File: config.mk
export PLATFORM = sky130hd
export DESIGN_NAME = lc3_mem_access
export DESIGN_NICKNAME = d
export VERILOG_FILES = /design/src/rtl/lc3_mem_access.sv
export SDC_FILE = /design/constraint.sdc
export NUM_CORES = 1
export LEC_CHECK = 0
export BUFFER_PORTS_ARGS = -buffer_cell sky130_fd_sc_hd__buf_2
export CAP_MARGIN = 0
export CORE_MARGIN = 5
export CORE_UTILIZATION = 40
export DETAILED_ROUTE_END_ITERATION = 8
export PLACE_DENSITY_LB_ADDON = 0.2
export SLEW_MARGIN = 5
export SYNTH_ARGS = -nofsm -noshare
export SYNTH_HDL_FRONTEND = slang
export SYNTH_SLANG_ARGS = --single-unit
File: constraint.sdc
create_clock -name clock -period 4.6 [get_ports clock]
set_input_delay 0.92 -clock clock [delete_from_list [all_inputs] [get_ports clock]]
set_output_delay 0.92 -clock clock [all_outputs]
set_load 0.005 [all_outputs]
File: src/rtl/lc3_mem_access.sv
// LC3 memory-access stage: LD/LDR/LDI/ST/STR/STI over a ready-handshake data port.
// Optional LC3_MEM_PERF_EN adds a saturating stall_cycles counter output.
module lc3_mem_access #(
  parameter int WIDTH    = 16,
  parameter int MAX_WAIT = 15
) (
  input  logic             clock,
  input  logic             reset,
  input  logic             start,
  input  logic [3:0]       opcode,
  input  logic [WIDTH-1:0] eff_addr,
  input  logic [WIDTH-1:0] st_data,
  output logic [WIDTH-1:0] dmem_addr,
  output logic [WIDTH-1:0] dmem_wdata,
  output logic             dmem_rd,
  output logic             dmem_we,
  input  logic [WIDTH-1:0] dmem_rdata,
  input  logic             dmem_ready,
  output logic             busy,
  output logic             done,
  output logic             load_valid,
  output logic [WIDTH-1:0] memout,
`ifdef LC3_MEM_PERF_EN
  output logic [15:0]      stall_cycles,
`endif
  output logic             err
);

  localparam int CW = $clog2(MAX_WAIT + 1);

  typedef enum logic [1:0] {IDLE, IND, READ, WRITE} state_t;

  state_t           state, state_next;
  logic [WIDTH-1:0] addr_q, data_q;
  logic [3:0]       op_q;
  logic [CW-1:0]    wait_q;
  logic             accept, timeout;

  always_comb begin
    state_next = state;
    accept     = 1'b0;
    timeout    = 1'b0;
    case (state)
      IDLE: begin
        if (start) begin
          case (opcode)
            4'b1010, 4'b1011: begin accept = 1'b1; state_next = IND;   end
            4'b0010, 4'b0110: begin accept = 1'b1; state_next = READ;  end
            4'b0011, 4'b0111: begin accept = 1'b1; state_next = WRITE; end
            default: ;
          endcase
        end
      end
      IND: begin
        if (dmem_ready)
          state_next = (op_q == 4'b1011) ? WRITE : READ;
        else if (wait_q == CW'(MAX_WAIT)) begin
          timeout    = 1'b1;
          state_next = IDLE;
        end
      end
      READ, WRITE: begin
        if (dmem_ready)
          state_next = IDLE;
        else if (wait_q == CW'(MAX_WAIT)) begin
          timeout    = 1'b1;
          state_next = IDLE;
        end
      end
      default: state_next = IDLE;
    endcase
  end

  always_ff @(posedge clock) begin
    if (reset) begin
      state      <= IDLE;
      addr_q     <= '0;
      data_q     <= '0;
      op_q       <= '0;
      wait_q     <= '0;
      memout     <= '0;
      done       <= 1'b0;
      load_valid <= 1'b0;
      err        <= 1'b0;
    end else begin
      state      <= state_next;
      done       <= 1'b0;
      load_valid <= 1'b0;
      err        <= 1'b0;

      if (accept) begin
        addr_q <= eff_addr;
        data_q <= st_data;
        op_q   <= opcode;
      end

      // Any state change is an entry into a fresh phase (or a return to IDLE).
      if (state_next != state)
        wait_q <= '0;
      else if (state != IDLE)
        wait_q <= wait_q + 1'b1;

      if (dmem_ready) begin
        case (state)
          IND:  addr_q <= dmem_rdata;
          READ: begin
            memout     <= dmem_rdata;
            done       <= 1'b1;
            load_valid <= 1'b1;
          end
          WRITE: done <= 1'b1;
          default: ;
        endcase
      end else if (timeout) begin
        done <= 1'b1;
        err  <= 1'b1;
      end
    end
  end

  assign busy       = (state != IDLE);
  assign dmem_rd    = (state == IND) || (state == READ);
  assign dmem_we    = (state == WRITE);
  assign dmem_addr  = busy    ? addr_q : '0;
  assign dmem_wdata = dmem_we ? data_q : '0;

`ifdef LC3_MEM_PERF_EN
  always_ff @(posedge clock) begin
    if (reset)
      stall_cycles <= '0;
    else if (busy && !dmem_ready && (stall_cycles != '1))
      stall_cycles <= stall_cycles + 16'd1;
  end
`endif

endmodule

## Word level (Yosys, flattened, before mapping)

Index checks and enable logic that the tools add are counted.

| cells by class | value |
|---|---|
| add/sub/neg operators | 1 |
| equality and inequality tests | 12 |
| mux-type cells | 22 |
| bitwise logic cells | 1 |
| reductions and logical operators | 13 |

Operator list:

| cell | count |
|---|---|
| two-way mux 16 bit | 5 |
| == test 4 bit (second input constant) | 4 |
| OR reduction 2 bit | 7 |
| case mux 2 bit (3 select lines) | 2 |
| two-way mux 1 bit | 11 |
| == test 4 x 2 -> 1 bit (second input constant) | 2 |
| == test 4 x 3 -> 1 bit (second input constant) | 2 |
| two-way mux 2 bit | 4 |
| OR reduction 6 bit | 1 |
| adder 4 x 1 -> 4 bit (second input constant) | 1 |
| == test 2 bit (second input constant) | 2 |
| OR reduction 3 bit | 1 |
| == test 2 x 1 -> 1 bit (second input constant) | 1 |
| logical NOT 2 bit | 1 |
| != test 2 bit | 1 |
| AND reduction 2 bit | 1 |
| nonzero test 2 bit | 1 |
| logical OR 1 bit | 1 |
| inverter 1 bit | 1 |

| storage, ports and cells | value |
|---|---|
| flip-flop bits (word level) | 61 |
| input bits | 56 |
| word-level logic and storage cells | 58 |

## Depth between registers and ports, before layout

Gate-level depths: netlist of the first run.

| logic depth | value |
|---|---|
| depth in word-level cells | 8 |
| depth in mapped cells | 8 |

## Worst setup path before layout of the first run

OpenSTA, ideal clock, no wires.

| timing | value |
|---|---|
| path kind | register -> output |
| start point | register state[0] |
| end point | output port dmem_addr[10] |
| arrival | 1.361 ns |
| path slack | 2.319 ns |
| cell stages (with the launch flop) | 7 |
| path through | dfxtp_1 -> inv_1 -> ha_1 -> buf_4 -> buf_2 -> clkbuf_1 -> nor2b_1 |

| on the way | value |
|---|---|
| cells in the longest elaborated chain, start to end | 2 |

Ends and longest elaborated chain:

| item | line | source |
|---|---|---|
| start, declared | 33 | `state_t state, state_next;` |
| start signal, assigned | 86 | `state <= state_next;` |
| nonzero test 2 bit | 121 | `assign busy = (state != IDLE);` |
| two-way mux 16 bit | 124 | `assign dmem_addr = busy ? addr_q : '0;` |
| end, declared | 13 | `output logic [WIDTH-1:0] dmem_addr,` |

No other way between the ends.

## Worst setup path after layout of the first run

| timing | value |
|---|---|
| start point | register state[0] |
| end point | output port busy |

| on the way | value |
|---|---|
| cells in the longest elaborated chain, start to end | 1 |

Ends and longest elaborated chain:

| item | line | source |
|---|---|---|
| nonzero test 2 bit | 121 |  |
| end, declared | 19 | `output logic busy,` |

No other way between the ends.

==> flow_metrics.env, run 1 <==
export IMPL_status="complete, no violations"
export IMPL_grt_max_degree=57
export IMPL_cp_data_arrival_time_ps=2190
export IMPL_net_switching_power_uw=319
export IMPL_crit_type="flip-flop to output port"
export IMPL_worstMarginPinSlew_ps=1100
export IMPL_period_share_pct=67.7
export IMPL_critPathMaxStageDelay_ps=860
export IMPL_clk_path_buf_depth=2
export IMPL_netlist_area_um2=2750
export IMPL_max_cap_viol_count=0
export IMPL_ys_warn_count=0
export IMPL_grt_pass1_wl_um=12600
export IMPL_clock_fmax_mhz=321
export IMPL_gp_congestion=0.842
export IMPL_nets=507
export IMPL_route_detailed_drc=0
export IMPL_critPathLaunchType="flip-flop"
export IMPL_power_density_nw_per_um2=352
export IMPL_drt_wl_total_um=7730
export IMPL_hold_viol_final=0
export IMPL_grt_ovfl_total=0
export IMPL_die_h_um=92.9
export IMPL_grtUsageTotal_pct=18.3
export IMPL_h_tree_depth=3
export IMPL_hold_class="flip-flop to flip-flop"
export IMPL_synth_cell_types=39
export IMPL_crit_top_cell="inv_1"
export IMPL_wire_per_inst_um=14.6
export IMPL_pwr_share_seq_pct=45.8
export IMPL_synthCells=348
export IMPL_io_pins=110
export IMPL_cts_tree="built"
export IMPL_finalCriticalPeriod_ps=3110
export IMPL_cts_setup_buffers=0
export IMPL_cts_root_buffer="clkbuf_8"
export IMPL_fin_skew_ps=4.42
export IMPL_layout_drive_gt1_share_pct=29.1
export IMPL_vias_per_cell=5.06
export IMPL_setup_viol=0
export IMPL_met2_usage_pct=29.9
export IMPL_crit_required_ps=3680
export IMPL_drt_iter0_markers=119
export IMPL_ant_nets=0
export IMPL_areaGrowthSynthToFinish_pct=27.8
export IMPL_final_cell_mix="buf_2, nand2_1, dfxtp_1"
export IMPL_ir_worst_vdd_v=0.000192
export IMPL_grt_use_met1_pct=22.6
export IMPL_cts_buffers=9
export IMPL_port_buffers=109
export IMPL_finalMaxSlewViolations=0
export IMPL_grt_pass1_vias=2685
export IMPL_yosys_register_bits=61
export IMPL_holdBufCountCts=0
export IMPL_use_met3_pct=5.36
export IMPL_setup_tns_ps=0
export IMPL_intPower_uw=917
export IMPL_clkSinkCount=61
export IMPL_switching_share_pct=25.8
export IMPL_core_area_um2=6760
export IMPL_critPathSlowestCell="ha_1"
export IMPL_cp_cell_sequence="inv_1, ha_1, inv_1, buf_2"
export IMPL_syn_nets=410
export IMPL_mostFrequentLayoutCell="buf_2"
export IMPL_initial_core_util_pct=40.7
export IMPL_syn_area_per_cell_um2=7.90
export IMPL_clk_latency_ps=330
export IMPL_power_uw=1240
export IMPL_antenna_found_initial=0
export IMPL_die_w_um=92.9
export IMPL_rsz0062_at_grt="no"
export IMPL_cellLeakagePower_uw=0.00154
export IMPL_vias=2683
export IMPL_die_area_um2=8630
export IMPL_clk_pin_slew_ps=70
export IMPL_crit_fanout=27
export IMPL_diodes=0
export IMPL_pwr_share_clk_pct=42.8
export IMPL_p_comb_share_pct=11.4
export IMPL_cts_resized=0
export IMPL_crit_path_end_kind="output port"
export IMPL_dp_hpwl_um=5410
export IMPL_grt_busiest_layer="met2"
export IMPL_relSlewSlack_pct=26.7
export IMPL_seq_area_frac_synth_pct=44.4
export IMPL_num_rows=30
export IMPL_firstDrtPassIters=4
## path summary, 6_finish.rpt
| kind | startpoint | endpoint | slack [ps] | cells past startpoint |
|---|---|---|---|---|
| setup / recovery | state[0] | busy | 1490 | 4 |
| hold / removal | data_q[4] | data_q[4] | 450 | 2 |
| setup reg to reg | state[0] | addr_q[12] | 1640 | 6 |
| hold reg to reg | data_q[4] | data_q[4] | 450 | 2 |
## cell usage after synthesis, drive strengths merged
cell type  count  area share, %
a211oi         1           0.27
a21o           1           0.27
a21oi         39            7.5
a22oi          1           0.27
a311oi        16            5.1
a31oi          1           0.23
and2          18            4.1
and4b          3            1.1
buf           11            2.2
clkbuf        13            1.8
dfxtp         61             44
ha             6            2.7
inv            5           0.68
mux2i          1           0.36
nand2        104             14
nand2b         1           0.23
nand3          4            1.1
nand4          2           0.45
nor2          22            3.0
nor2b         17            3.9
nor4           5            1.1
o211a          1           0.36
o211ai         1           0.27
o21a           1           0.27
o21ai          2           0.36
o21bai         1           0.68
o221a          1           0.41
o221ai         1           0.32
o22a           2           0.64
o22ai          1           0.23
o31ai          1           0.27
or2            1           0.23
xnor2          1           0.32
xor2           2           0.64
## worst max-delay path: cells and delay by family, from the launching register on
family     cells  cell delay, ps
buf+inv        3             620
flops          1             370
fa+ha+maj      1             860
## power by group through the flow
stage / Clock [uW] / Combinational, uW / Sequential (uW)
5_1_grt: 569 / 159 / 569
4_1_cts: 540 / 142 / 566
3_3_place_gp: 0 / 140 / 577
2_1_floorplan: 0 / 88.2 / 575
6_report: 529 / 141 / 566
3_5_place_dp: 0 / 142 / 578
## layout make-up
type / count / area, um2
clock inverters: 7 / 97.6
flip-flops and latches: 61 / 1220
multi-input cells: 258 / 1400
inverters: 5 / 18.8
repair buffers: 110 / 553
clock buffers: 9 / 124
well taps: 80 / 100
fillers: 680 / 3240
## cell families after synthesis
kind of cell               Yosys count  share of synthesized area (%)
AOI/OAI and AO/OA                   71                           17.5
muxes                                1                          0.364
xor gates and xnor gates             3                          0.956
DFF                                 61                           44.4
and+or+nand+nor                    177                           29.4
buffers and inverters               29                           4.69
adders and majority gates            6                           2.73
## metrics by stage
stage          instances  area [um2]  worst slack (ps)  hold slack (ps)  util [%]
2_1_floorplan        348        2750              2320              432         -
3_3_place_gp         514        3290              1770              437      48.7
3_5_place_dp         514        3290              1620              442      48.7
4_1_cts              530        3510              1470              451      52.0
5_1_grt              530        3510              1280              472      52.0
6_report             530        3510              1490              448      52.0
## registers in the layout, indices dropped and copies added, names as in the netlist
| register | count |
|---|---|
| done | 1 |
| wait_q | 4 |
| state | 2 |
| memout | 16 |
| data_q | 16 |
| op_q | 4 |
| err | 1 |
| load_valid | 1 |
| addr_q | 16 |
## routing by layer
layer / vias up / share of wire [%]
met5: - / 0
met4: 0 / 0.98
met3: 8 / 8.7
met2: 92 / 46
met1: 1220 / 44
li1: 1363 / -
Power figures use the tool's default switching activity.
==> run 2, diff against run 1 <==
--- a/config.mk
+++ b/config.mk
@@ -5,6 +5,7 @@
 export SDC_FILE = /design/constraint.sdc
 export NUM_CORES = 1
 export LEC_CHECK = 0
+export ABC_AREA = 1
 export BUFFER_PORTS_ARGS = -buffer_cell sky130_fd_sc_hd__buf_2
 export CAP_MARGIN = 0
 export CORE_MARGIN = 5
==> constraint.sdc (replaced) <==
create_clock -name clock -period 2.99 [get_ports clock]
set_input_delay 0.598 -clock clock [delete_from_list [all_inputs] [get_ports clock]]
set_output_delay 0.598 -clock clock [all_outputs]
set_load 0.005 [all_outputs]
==> run 2 against run 1 <==
Via count grew 3.1%. Largest power group unchanged. Combinational power up 72%. Total power grew 54%. Flip-flop and latch count is the same. Worst hold slack improved by 7.9 ps. Core utilization grew 0.89 points. Die area is 1.6% higher. First-iteration DRC count decreased by 4.2%. Non-clock buffer count up 2. Routed wire length fell by 7.0%.
==> flow_metrics.env, run 2 <==
export IMPL_holdBufCountCts=0
export IMPL_cts_root_buffer="clkbuf_8"
export IMPL_syn_nets=469
export IMPL_synth_xor_area_share_pct=0.939
export IMPL_max_cap_viol_count=0
export IMPL_areaGrowthSynthToFinish_pct=28.4
export IMPL_yosysMostFrequentCell="nand2_1"
export IMPL_synthArstFlopShare_pct=0
export IMPL_crit_path_end_kind="output port"
export IMPL_grtUsageTotal_pct=16.8
export IMPL_die_w_um=93.7
export IMPL_gp_congestion=0.790
export IMPL_final_cell_mix="buf_2, nand2_1, inv_1"
export IMPL_io_pins=110
export IMPL_cellLeakagePower_uw=0.00200
export IMPL_synthCells=407
export IMPL_synth_cell_types=24
export IMPL_grt_ovfl_total=0
export IMPL_hold_class="flip-flop to flip-flop"
export IMPL_yosys_register_bits=61
export IMPL_route_detailed_drc=0
export IMPL_hold_viol_final=0
export IMPL_synth_compound_area_share_pct=19.7
export IMPL_grt_max_degree=52
export IMPL_die_area_um2=8770
export IMPL_vias=2765
export IMPL_drt_wl_total_um=7190
export IMPL_setup_tns_ps=0
export IMPL_nets=570
export IMPL_netlist_area_um2=2800
export IMPL_layout_drive_gt1_share_pct=27.1
export IMPL_yosysTopAreaCellShare_pct=43.6
export IMPL_wire_per_inst_um=11.8
export IMPL_clk_pin_slew_ps=70
export IMPL_die_h_um=93.7
export IMPL_period_share_pct=77.0
export IMPL_fin_skew_ps=3.49
export IMPL_cts_resized=0
export IMPL_ir_worst_vdd_v=0.000243
export IMPL_critPathLaunchType="flip-flop"
export IMPL_top_regs="addr_q: 16 flops, data_q: 16 flops, memout: 16 flops"
export IMPL_seq_area_frac_synth_pct=43.6
export IMPL_drt_iter0_markers=114
export IMPL_grt_pass1_vias=2668
export IMPL_cts_buffers=9
export IMPL_power_density_nw_per_um2=531
export IMPL_relSlewSlack_pct=41.3
export IMPL_core_area_um2=6790
export IMPL_cp_cell_sequence="ha_1, nand2_1, inv_1, buf_2"
export IMPL_mostFrequentLayoutCell="buf_2"
export IMPL_syn_area_per_cell_um2=6.88
export IMPL_fillers=667
export IMPL_synthMuxAreaShare_pct=0.358
export IMPL_critical_path_top_delay_family="adder cells"
export IMPL_diodes=0
export IMPL_r2r_cells=8
export IMPL_clk_latency_ps=330
export IMPL_firstDrtPassIters=4
export IMPL_crit_type="flip-flop to output port"
export IMPL_crit_fanout=19
export IMPL_cp_num_cells=4
export IMPL_crit_end="dmem_wdata[0]"
export IMPL_crit_required_ps=2390
export IMPL_ys_warn_count=0
export IMPL_finalCriticalPeriod_ps=2300
export IMPL_clock_fmax_mhz=434
export IMPL_setup_viol=0
export IMPL_r2r_start="state[0]"
export IMPL_critPathSlowestCell="ha_1"
export IMPL_dp_hpwl_um=4940
export IMPL_worstMarginPinSlew_ps=879
export IMPL_vias_per_cell=4.54
export IMPL_cp_data_arrival_time_ps=1700
export IMPL_path_buf_inv=2
export IMPL_antenna_found_initial=0
export IMPL_critPathMaxStageDelay_ps=650
export IMPL_finalMaxSlewViolations=0
export IMPL_cts_tree="built"
export IMPL_synth_largest_area_cell="dfxtp_1"
export IMPL_initial_core_util_pct=41.2
export IMPL_cts_setup_buffers=0
export IMPL_num_rows=30
export IMPL_grt_pass1_wl_um=11700
export IMPL_rsz0062_at_grt="no"
export IMPL_port_buffers=109
export IMPL_h_tree_depth=3
export IMPL_synth_simple_area_share_pct=18.3
export IMPL_synth_commonest_cells="nand2_1, inv_1, dfxtp_1, a21oi_1, o21ai_0"
export IMPL_startpoint="state[0]"
export IMPL_clkSinkCount=61
export IMPL_r2r_setup_slack_ps=810
export IMPL_synthAdderAreaFrac_pct=2.68
export IMPL_rr_endpoint="addr_q[11]"
export IMPL_ant_nets=0
export IMPL_synth_main_ff_cell="dfxtp_1"
export IMPL_synth_top_family_by_area="compound AO/OA/AOI/OAI gates"
export IMPL_status="complete, no violations"
export IMPL_yosys_top_cells_area="dfxtp_1, nand2_1, inv_1, a21oi_1, o21ai_0"
export IMPL_clk_path_buf_depth=2
export IMPL_synth_edf_count=0
export IMPL_timing_hold_ws_ps=456
==> run 2: metrics by stage <==
step	power (uW)	util [%]	instances	cell area, um2	worst slack (ps)
after global routing	2010	52.9	609	3590	497
after floorplan	1050	-	407	2800	1180
after global placement	1130	49.8	593	3380	917
final	1910	52.9	609	3590	687
after detailed placement	1140	49.8	593	3380	819
after CTS	1940	52.9	609	3590	606
==> run 2: cells by family after synthesis <==
kind of cell,after synthesis
XOR/XNOR,3
flip-flops,61
adder cells (fa/ha/maj),6
multiplexers,1
AO/OA/AOI/OAI,109
buffers and inverters,101
AND/OR/NAND/NOR,126
==> run 2: final cells by class <==
type | count | area [um2] | share of cell area [%]
flip-flops and latches | 61 | 1220 | 34.0
multi-input cells | 245 | 1170 | 32.7
repair buffers | 112 | 568 | 15.8
inverters | 79 | 297 | 8.25
clock buffers | 9 | 124 | 3.45
well taps | 96 | 120 | 3.34
clock inverters | 7 | 90.1 | 2.51
==> run 2: worst min-delay path by stage <==
stage             from       to  slack [ps]  depth (start not counted)
2_1_floorplan  op_q[0]  op_q[0]         430                          2
3_3_place_gp   op_q[0]  op_q[0]         450                          2
3_5_place_dp   op_q[0]  op_q[0]         450                          2
4_1_cts        op_q[0]  op_q[0]         460                          2
5_1_grt        op_q[0]  op_q[0]         480                          2
6_report       op_q[0]  op_q[0]         460                          2
==> run 2: tightest hold or removal path, cell delays in order (launching register included) <==
cell and delay, ps:
dfxtp_1 300, inv_1 60, a21oi_1 50
==> run 2: power breakdown <==
| part | leakage (uW) | switching [uW] | internal, uW | total, uW |
|---|---|---|---|---|
| clock | 0.000105 | 327 | 464 | 791 |
| combinational | 0.00140 | 147 | 95.3 | 242 |
| sequential | 0.000496 | 18.6 | 856 | 875 |
| total | 0.00200 | 493 | 1420 | 1910 |
==> run 2: layer usage <==
layer / global-route usage, % / vias up / part of all wire [%]
li1: - / 1453 / -
met3: 5.85 / 9 / 6.9
met2: 28.2 / 82 / 46
met5: 0 / - / 0
met4: 6.14 / 0 / 1.4
met1: 19.8 / 1221 / 45
==> run 3, diff against run 2 <==
--- a/config.mk
+++ b/config.mk
@@ -5,7 +5,7 @@
 export SDC_FILE = /design/constraint.sdc
 export NUM_CORES = 1
 export LEC_CHECK = 0
-export ABC_AREA = 1
+export ABC_AREA = 0
 export BUFFER_PORTS_ARGS = -buffer_cell sky130_fd_sc_hd__buf_2
 export CAP_MARGIN = 0
 export CORE_MARGIN = 5
==> constraint.sdc (replaced) <==
create_clock -name clock -period 2.4 [get_ports clock]
set_input_delay 0.48 -clock clock [delete_from_list [all_inputs] [get_ports clock]]
set_output_delay 0.48 -clock clock [all_outputs]
set_load 0.005 [all_outputs]
==> run 3 against run 2 <==
Clock skew increased by 6.8 ps. Final area fell by 0.73%. Non-clock buffer count grew 5. First-iteration DRC count up 19%. Global-route usage up 0.98 points. Clock power increased by 28%. Critical path type unchanged. Critical endpoint is now dmem_addr[14]. Largest cell class is now multi-input combinational cells.
==> flow_metrics.env, run 3 (synthesis results as in run 1) <==
export IMPL_dp_hpwl_um=5630
export IMPL_rsz0062_at_grt="no"
export IMPL_areaGrowthSynthToFinish_pct=29.8
export IMPL_period_share_pct=92.4
export IMPL_cts_root_buffer="clkbuf_8"
export IMPL_firstDrtPassIters=4
export IMPL_cts_setup_buffers=0
export IMPL_clkSinkCount=61
export IMPL_io_pins=110
export IMPL_cp_data_arrival_time_ps=1740
export IMPL_vias_per_cell=5.09
export IMPL_setup_viol=0
export IMPL_ant_nets=0
export IMPL_cellLeakagePower_uw=0.00158
export IMPL_crit_required_ps=1920
export IMPL_gp_congestion=0.838
export IMPL_core_area_um2=6760
export IMPL_r2r_setup_slack_ps=400
export IMPL_clk_path_buf_depth=2
export IMPL_cts_buffers=9
export IMPL_clk_pin_slew_ps=70
export IMPL_power_density_nw_per_um2=665
export IMPL_port_buffers=109
export IMPL_top_regs="addr_q: 16 flops, data_q: 16 flops, memout: 16 flops"
export IMPL_min_path_cells=3
export IMPL_num_rows=30
export IMPL_relSlewSlack_pct=57.7
export IMPL_clock_fmax_mhz=451
export IMPL_r2r_start="state[0]"
export IMPL_nets=514
export IMPL_hold_class="input pin to flip-flop"
export IMPL_status="complete, no violations"
export IMPL_h_tree_depth=3
export IMPL_hold_end="data_q[11]"
export IMPL_ir_worst_vdd_v=0.000289
export IMPL_crit_type="flip-flop to output port"
export IMPL_drt_iter0_markers=136
export IMPL_clk_latency_ps=330
export IMPL_rr_endpoint="op_q[0]"
export IMPL_grt_pass1_vias=2662
export IMPL_max_cap_viol_count=0
export IMPL_final_core_util_pct=52.8
export IMPL_grt_ovfl_total=0
export IMPL_cts_resized=0
export IMPL_finalCriticalPeriod_ps=2220
export IMPL_critPathLaunchType="flip-flop"
export IMPL_holdBufCountCts=0
export IMPL_die_h_um=92.9
export IMPL_diodes=0
export IMPL_layout_drive_gt1_share_pct=30.2
export IMPL_final_cell_mix="buf_2, nand2_1, dfxtp_1"
export IMPL_hold_viol_final=0
export IMPL_antenna_found_initial=0
export IMPL_wire_per_inst_um=14.2
export IMPL_finalMaxSlewViolations=0
export IMPL_die_w_um=92.9
export IMPL_vias=2734
export IMPL_worstMarginPinSlew_ps=635
export IMPL_dp_cells=521
export IMPL_initial_core_util_pct=40.7
export IMPL_grt_pass1_wl_um=12400
export IMPL_cts_tree="built"
export IMPL_grtUsageTotal_pct=17.8
export IMPL_r2r_cells=7
export IMPL_route_detailed_drc=0
export IMPL_fin_cells=537
export IMPL_min_from="st_data[11]"
export IMPL_drt_wl_total_um=7650
export IMPL_grt_max_degree=33
export IMPL_mostFrequentLayoutCell="buf_2"
export IMPL_crit_path_end_kind="output port"
export IMPL_setup_tns_ps=0
export IMPL_die_area_um2=8630
export IMPL_fin_skew_ps=10.3
export IMPL_crit_fanout=16
==> run 3: cell types whose count changed in the layout (fill, tap and decap cells not counted), sizes merged, moves of 2 or more <==
cell,delta
a21oi,-16
a311oi,+16
and2,+18
and4b,+3
buf,+5
inv,-73
nand2,+13
nand3,-3
nor2,-2
nor2b,+17
nor4,+5
o21ai,-51
o22a,+2
==> run 3: cell type report <==
class                           instances  area, um2
Tap cell                               80        100
Timing Repair Buffer                  117        606
Sequential cell                        61       1220
Fill cell                             683       3190
Clock inverter                          7       98.8
Inverter                                5       18.8
Clock buffer                            9        124
Multi-Input combinational cell        258       1400
==> run 3: routing by layer <==
metal  vias to the layer above  wire, um  global-route usage (%)
met4                         0        91                    6.11
met5                         -         0                       0
met3                         9       670                    6.42
met1                      1255      3380                    22.1
met2                        94      3510                    28.4
li1                       1376         -                       -
==> run 3: worst max-delay path by stage <==
stage	cells after the start	endpoint	from	slack (ps)
5_1_grt	5	dmem_addr[14]	state[0]	70
6_report	5	dmem_addr[14]	state[0]	180
2_1_floorplan	6	dmem_addr[10]	state[0]	560
3_5_place_dp	7	op_q[0]	state[0]	400
3_3_place_gp	6	data_q[2]	start	480
4_1_cts	5	dmem_addr[14]	state[0]	200
==> run 3: metrics by stage <==
step	cell area, um2	setup slack, ps	hold slack (ps)	power (uW)
6_report	3570	182	383	2370
5_1_grt	3570	69.5	376	2480
4_1_cts	3570	197	370	2400
3_5_place_dp	3350	397	445	1390
3_3_place_gp	3350	482	437	1390
2_1_floorplan	2750	559	432	1270
==> run 3: power by group <==
part / switching [uW] / total (uW) / internal, uW
Combinational: 162 / 279 / 117
Sequential: 25.9 / 1090 / 1060
Clock: 418 / 1010 / 589
Total: 606 / 2370 / 1770
==> run 3: critical path: stages (launching register included) <==
cell	delay [ps]
dfxtp_1	450
inv_1	140
ha_1	290
buf_4	220
nor2b_1	170
buf_2	140
